### src/rtl/mem_port_arbiter_pkg.sv
// ============================================================================
// Module      : mem_port_arbiter_pkg
// Description : Shared bus widths, FSM state encoding and owner encoding for
//               the instruction/data memory port arbiter.
// Revision    : 1.0 - initial release
// ============================================================================
`default_nettype none

package mem_port_arbiter_pkg;

    localparam int ADDR_W = 32;
    localparam int DATA_W = 32;
    localparam int WEN_W  = 4;

    typedef enum logic [1:0] {
        ST_IDLE = 2'd0,
        ST_ADDR = 2'd1,
        ST_WAIT = 2'd2
    } state_t;

    localparam logic OWNER_INST = 1'b0;
    localparam logic OWNER_DATA = 1'b1;

    function automatic logic [DATA_W-1:0] gate_data(input logic en,
                                                    input logic [DATA_W-1:0] d);
        return en ? d : '0;
    endfunction

endpackage

`default_nettype wire

### src/rtl/port_grant_logic.sv
// ============================================================================
// Module      : port_grant_logic
// Description : Data-priority grant with a bounded data streak so a waiting
//               instruction request is never starved.
// Revision    : 1.0 - initial release
// ============================================================================
`default_nettype none

module port_grant_logic
    import mem_port_arbiter_pkg::*;
#(
    parameter int STARVE_LIMIT = 2
) (
    input  logic clk,
    input  logic rst,
    input  logic grant_en,
    input  logic inst_req,
    input  logic data_req,
    output logic grant_valid,
    output logic grant_owner
);

    localparam int CNT_W = (STARVE_LIMIT < 1) ? 1 : $clog2(STARVE_LIMIT + 1);
    localparam logic [CNT_W-1:0] LIMIT = CNT_W'(STARVE_LIMIT);

    logic [CNT_W-1:0] streak_q;
    logic [CNT_W-1:0] streak_d;
    logic             inst_starved;

    always_comb begin
        inst_starved = inst_req && (streak_q == LIMIT);
        grant_valid  = grant_en && (inst_req || data_req);
        grant_owner  = (data_req && !inst_starved) ? OWNER_DATA : OWNER_INST;
        streak_d     = streak_q;
        // The streak only grows while inst is actually waiting on the port.
        if (grant_valid) begin
            if ((grant_owner == OWNER_DATA) && inst_req) begin
                streak_d = (streak_q == LIMIT) ? streak_q : streak_q + CNT_W'(1);
            end else begin
                streak_d = '0;
            end
        end
    end

    always_ff @(posedge clk or posedge rst) begin
        if (rst) begin
            streak_q <= '0;
        end else begin
            streak_q <= streak_d;
        end
    end

endmodule

`default_nettype wire

### src/rtl/mem_port_arbiter.sv
// ============================================================================
// Module      : mem_port_arbiter
// Description : Arbitrates an instruction and a data requester onto a single
//               SRAM-like port with at most one transaction in flight.
// Revision    : 1.0 - initial release
// ============================================================================
`default_nettype none

module mem_port_arbiter
    import mem_port_arbiter_pkg::*;
#(
    parameter int STARVE_LIMIT = 2
) (
    input  logic              clk,
    input  logic              rst,
    input  logic              inst_req,
    input  logic [ADDR_W-1:0] inst_addr,
    output logic              inst_addr_ok,
    output logic              inst_data_ok,
    output logic [DATA_W-1:0] inst_rdata,
    input  logic              data_req,
    input  logic [WEN_W-1:0]  data_wen,
    input  logic [ADDR_W-1:0] data_addr,
    input  logic [DATA_W-1:0] data_wdata,
    output logic              data_addr_ok,
    output logic              data_data_ok,
    output logic [DATA_W-1:0] data_rdata,
    output logic              mem_req,
    output logic [WEN_W-1:0]  mem_wen,
    output logic [ADDR_W-1:0] mem_addr,
    output logic [DATA_W-1:0] mem_wdata,
    input  logic              mem_addr_ok,
    input  logic              mem_data_ok,
    input  logic [DATA_W-1:0] mem_rdata,
    output logic              busy
);

    state_t            state_q,  state_d;
    logic              owner_q,  owner_d;
    logic [ADDR_W-1:0] addr_q,   addr_d;
    logic [WEN_W-1:0]  wen_q,    wen_d;
    logic [DATA_W-1:0] wdata_q,  wdata_d;

    logic grant_en;
    logic grant_valid;
    logic grant_owner;
    logic resp_valid;

    // Gating with rst keeps addr_ok low while reset is held even though IDLE
    // grants are combinational.
    assign grant_en = (state_q == ST_IDLE) && !rst;

    port_grant_logic #(
        .STARVE_LIMIT (STARVE_LIMIT)
    ) u_grant (
        .clk         (clk),
        .rst         (rst),
        .grant_en    (grant_en),
        .inst_req    (inst_req),
        .data_req    (data_req),
        .grant_valid (grant_valid),
        .grant_owner (grant_owner)
    );

    always_comb begin
        state_d      = state_q;
        owner_d      = owner_q;
        addr_d       = addr_q;
        wen_d        = wen_q;
        wdata_d      = wdata_q;
        inst_addr_ok = 1'b0;
        data_addr_ok = 1'b0;
        mem_req      = 1'b0;
        mem_wen      = '0;
        mem_addr     = '0;
        mem_wdata    = '0;
        resp_valid   = 1'b0;

        case (state_q)
            ST_IDLE: begin
                if (grant_valid) begin
                    owner_d = grant_owner;
                    if (grant_owner == OWNER_DATA) begin
                        data_addr_ok = 1'b1;
                        addr_d       = data_addr;
                        wen_d        = data_wen;
                        wdata_d      = data_wdata;
                    end else begin
                        inst_addr_ok = 1'b1;
                        addr_d       = inst_addr;
                        wen_d        = '0;
                        wdata_d      = '0;
                    end
                    state_d = ST_ADDR;
                end
            end
            ST_ADDR: begin
                mem_req   = 1'b1;
                mem_wen   = wen_q;
                mem_addr  = addr_q;
                mem_wdata = wdata_q;
                if (mem_addr_ok) begin
                    state_d = ST_WAIT;
                end
            end
            ST_WAIT: begin
                if (mem_data_ok) begin
                    resp_valid = 1'b1;
                    state_d    = ST_IDLE;
                end
            end
            default: begin
                state_d = ST_IDLE;
            end
        endcase

        inst_data_ok = resp_valid && (owner_q == OWNER_INST);
        data_data_ok = resp_valid && (owner_q == OWNER_DATA);
        inst_rdata   = gate_data(inst_data_ok, mem_rdata);
        data_rdata   = gate_data(data_data_ok, mem_rdata);
        busy         = (state_q != ST_IDLE);
    end

    always_ff @(posedge clk or posedge rst) begin
        if (rst) begin
            state_q <= ST_IDLE;
            owner_q <= OWNER_INST;
            addr_q  <= '0;
            wen_q   <= '0;
            wdata_q <= '0;
        end else begin
            state_q <= state_d;
            owner_q <= owner_d;
            addr_q  <= addr_d;
            wen_q   <= wen_d;
            wdata_q <= wdata_d;
        end
    end

endmodule

`default_nettype wire

### config.mk
export PLATFORM = sky130hd
export DESIGN_NAME = mem_port_arbiter
export DESIGN_NICKNAME = d
export VERILOG_FILES = /design/src/rtl/mem_port_arbiter_pkg.sv /design/src/rtl/port_grant_logic.sv /design/src/rtl/mem_port_arbiter.sv
export SDC_FILE = /design/constraint.sdc
export NUM_CORES = 1
export LEC_CHECK = 0
export ABC_CLOCK_PERIOD_IN_PS = 2200
export CORE_MARGIN = 2
export CORE_UTILIZATION = 33
export DETAILED_ROUTE_END_ITERATION = 8
export GPL_ROUTABILITY_DRIVEN = 0
export GPL_TIMING_DRIVEN = 1
export PLACE_DENSITY_LB_ADDON = 0.2
export SYNTH_ARGS = -nofsm -noshare
export SYNTH_HDL_FRONTEND = slang
export SYNTH_SLANG_ARGS = --single-unit
### constraint.sdc
create_clock -name clk -period 2.2 [get_ports clk]
set_clock_uncertainty 0.1 [all_clocks]
set_input_delay 0.33 -clock clk [delete_from_list [all_inputs] [get_ports clk]]
set_output_delay 0.33 -clock clk [all_outputs]
set_load 0.1 [all_outputs]
==> impl_metrics.tcl <==
set metrics [dict create \
    post_drt_via_cell_ratio 4.93 \
    cts_made_buffers 9 \
    cp_data_required_time_ps 1770 \
    irDropWorstVdd_mv 0.759 \
    grt_first_pass_wirelength_mm 24.0 \
    worst-path-max-fanout 16 \
    chipWidth_um 116 \
    clock_latency_reported_for_the_late_side_of_the_worst_skew_pair_ps 330 \
    critPathMaxStageDelay_ps 450 \
    result_of_the_run "finished clean" \
    ctsRootBufferMaster "sky130_fd_sc_hd__clkbuf_16" \
    final_count_of_pins_violating_max_slew 0 \
    effective_utilization_at_floorplan_pct 34.1 \
    clk_pin_slew_ps 60 \
    hp-class "reg -> reg" \
    finalHoldViolations 0 \
    worst-slew-pin-transition_ps 509 \
    critical_path.cell_chain "and4bb_4 -> clkbuf_16 -> and2_1 -> buf_12" \
    synth-seq-area-share_pct 44.3 \
    ys.warnings.count 0 \
    tritoncts "done" \
    area_growth_pct 115 \
    netlist_top_cells_area "sky130_fd_sc_hd__dfrtp_1 (44%), sky130_fd_sc_hd__and2_1 (20%), sky130_fd_sc_hd__a22o_1 (7.9%), sky130_fd_sc_hd__a221o_1 (7.8%), sky130_fd_sc_hd__nor3_2 (7.3%)" \
    num_vias 4150 \
    dp_hpwl_mm 12.3 \
    post-place-ws_ps -8.00 \
    start_kind "flop" \
    finalSetupTns_ps 0 \
    wirelength_mm 15.8 \
    synthMostInstantiatedCell "sky130_fd_sc_hd__and2_1" \
    synthesis.area_um2 4130 \
    ys_seq_elements 73 \
    floorplan.io_pins 276 \
    post_synth_inst_count 401 \
    grt_max_degree 43 \
    numPortBuffers 275 \
    setup_violations 0 \
    drt_first_pass_iters 4 \
    clock_path_buffers 2 \
    post_cts_buffers 0 \
    global_route.usage.total_pct 23.4 \
    fp.dieArea_um2 13400 \
    cts_max_level 3 \
    total_global_routing_overflow 0 \
    post-synth-top-area-fraction_pct 44.3 \
    end_kind "output pin" \
    grt_antenna_before_repair 2 \
    synth_nets 540 \
    num-fill-cells 862 \
    post_synth_num_cell_types 27 \
    yosys.area.top_type "sky130_fd_sc_hd__dfrtp_1" \
    leakagePower_uw 0.00373 \
    fin_nets 805 \
    arrival_ps 1710 \
    grt_pass1_vias 4323 \
    max_cap_violations 0 \
    final.setup.worst_slack_ps 58.1 \
    ys_async_rst_share_pct 100 \
    syn_area_cell_um2 10.3 \
    antenna_nets_post_route 0 \
    clock_sink_count 73 \
    worst-setup-path-type "reg -> out" \
    dominantRegCellSynth "sky130_fd_sc_hd__dfrtp_1" \
    register_area_um2 1830 \
    crit_path_top_delay_cell "sky130_fd_sc_hd__dfrtp_2" \
    cts_hold_buffers 0 \
    die_y_um 116 \
    final_core_util_pct 73.4 \
    setup_repair_after_global_routing_missed_its_margin "false" \
    critical_path.top_delay_family "simple AND/OR/NAND/NOR gates" \
    maxSlewHeadroom_pct 66.0 \
    drt_initial_violations 200 \
    most_used_standard_cells_in_the_synthesized_netlist "sky130_fd_sc_hd__and2_1 (132), sky130_fd_sc_hd__dfrtp_1 (73), sky130_fd_sc_hd__a22o_1 (37)" \
    routed_wire_length_per_instance_um 18.8 \
    multiInputGateArea_um2 2140 \
    power_density_nw_per_um2 1240 \
    post-route-period-util_pct 97.4 \
    number_of_synthesized_flops_with_an_enable_pin 0 \
    drive_gt1_share_pct 36.1 \
    number_of_buffer_and_inverter_stages_on_the_critical_path 2 \
    rows 40 \
    fmaxAchievable_ghz 0.467 \
    finalCriticalPeriod_ps 2140 \
    remaining_drc_errors 0 \
    floorplan.core_area_um2 12100 \
]
[registers in the layout (all words and copies together) (netlist names)]
name              count
u_grant.streak_q      2
wen_q                 4
addr_q               32
owner_q               1
wdata_q              32
state_q               2
[report_power, final]
group | internal [uW] | leakage, uW | switching [uW]
Clock | 887 | 0.000140 | 569
Combinational | 2770 | 0.00267 | 4460
Sequential | 2000 | 0.000921 | 360
[cell usage in the layout (no fill, tap or decap), drive strengths merged, types with 2 or more instances in the layout]
cell type and n:
and2 132, dfrtp 73, nor2b 3, a22o 38, clkinvlp 2, clkbuf 12
clkdlybuf4s50 137, clkinv 2, inv 3, buf 157, nand2 34, diode 2
nor3 33, a221o 32
[layer usage]
layer	routed length (um)	GRT usage (%)	vias to the layer above
met5	0	0	-
met4	449	9.21	0
met3	1430	7.95	27
met2	8160	40.5	192
met1	5760	26.9	2004
li1	-	-	1927
[area by class of cell]
class                      count  area share (%)
timing repair buffer         295            49.4
multi-input combinational    284            24.1
sequential                    73            20.6
clock buffer                  11            2.62
tap                          168            2.37
clock inverter                 5           0.718
inverter                       3           0.169
antenna                        2          0.0563
[cell families (layout without fill, tap and decap cells)]
| logic type | count (synthesis) | count (layout) | share of synthesized area [%] |
|---|---|---|---|
| adders and majority gates | 1 | 1 | 0.303 |
| buffers and inverters | 44 | 314 | 6.34 |
| other | 0 | 2 | 0 |
| AOI/OAI and AO/OA | 73 | 73 | 16.4 |
| and+or+nand+nor | 210 | 210 | 32.7 |
| DFF | 73 | 73 | 44.3 |
[metrics by stage]
stage          cells  total power (uW)  area, um2  hold slack, ps
2_1_floorplan    401              6970       4210             357
3_3_place_gp     822              9460       8540             371
3_5_place_dp     822              9580       8540             383
4_1_cts          838             11100       8840             400
5_1_grt          840             11500       8880             410
6_report         841             11000       8890             394
[worst paths after layout]
check | start | endpoint | slack [ps] | cells after the start
min in group asynchronous | rst | wen_q[3] | 490 | 4
setup / recovery | state_q[0] | inst_rdata[19] | 60 | 4
hold reg to reg | wdata_q[0] | wdata_q[0] | 390 | 1
setup reg to reg | u_grant.streak_q[0] | addr_q[15] | 390 | 6
max in group asynchronous | rst | wdata_q[28] | 1310 | 4
hold / removal | wdata_q[0] | wdata_q[0] | 390 | 1
[timing repair]
item	4_1_cts	5_1_grt
gates resized for setup	1	6
endpoints found under the setup margin	40	100
cloned	0	1
pin swaps	1	1
No activity file was read; power rests on OpenSTA's default activity.
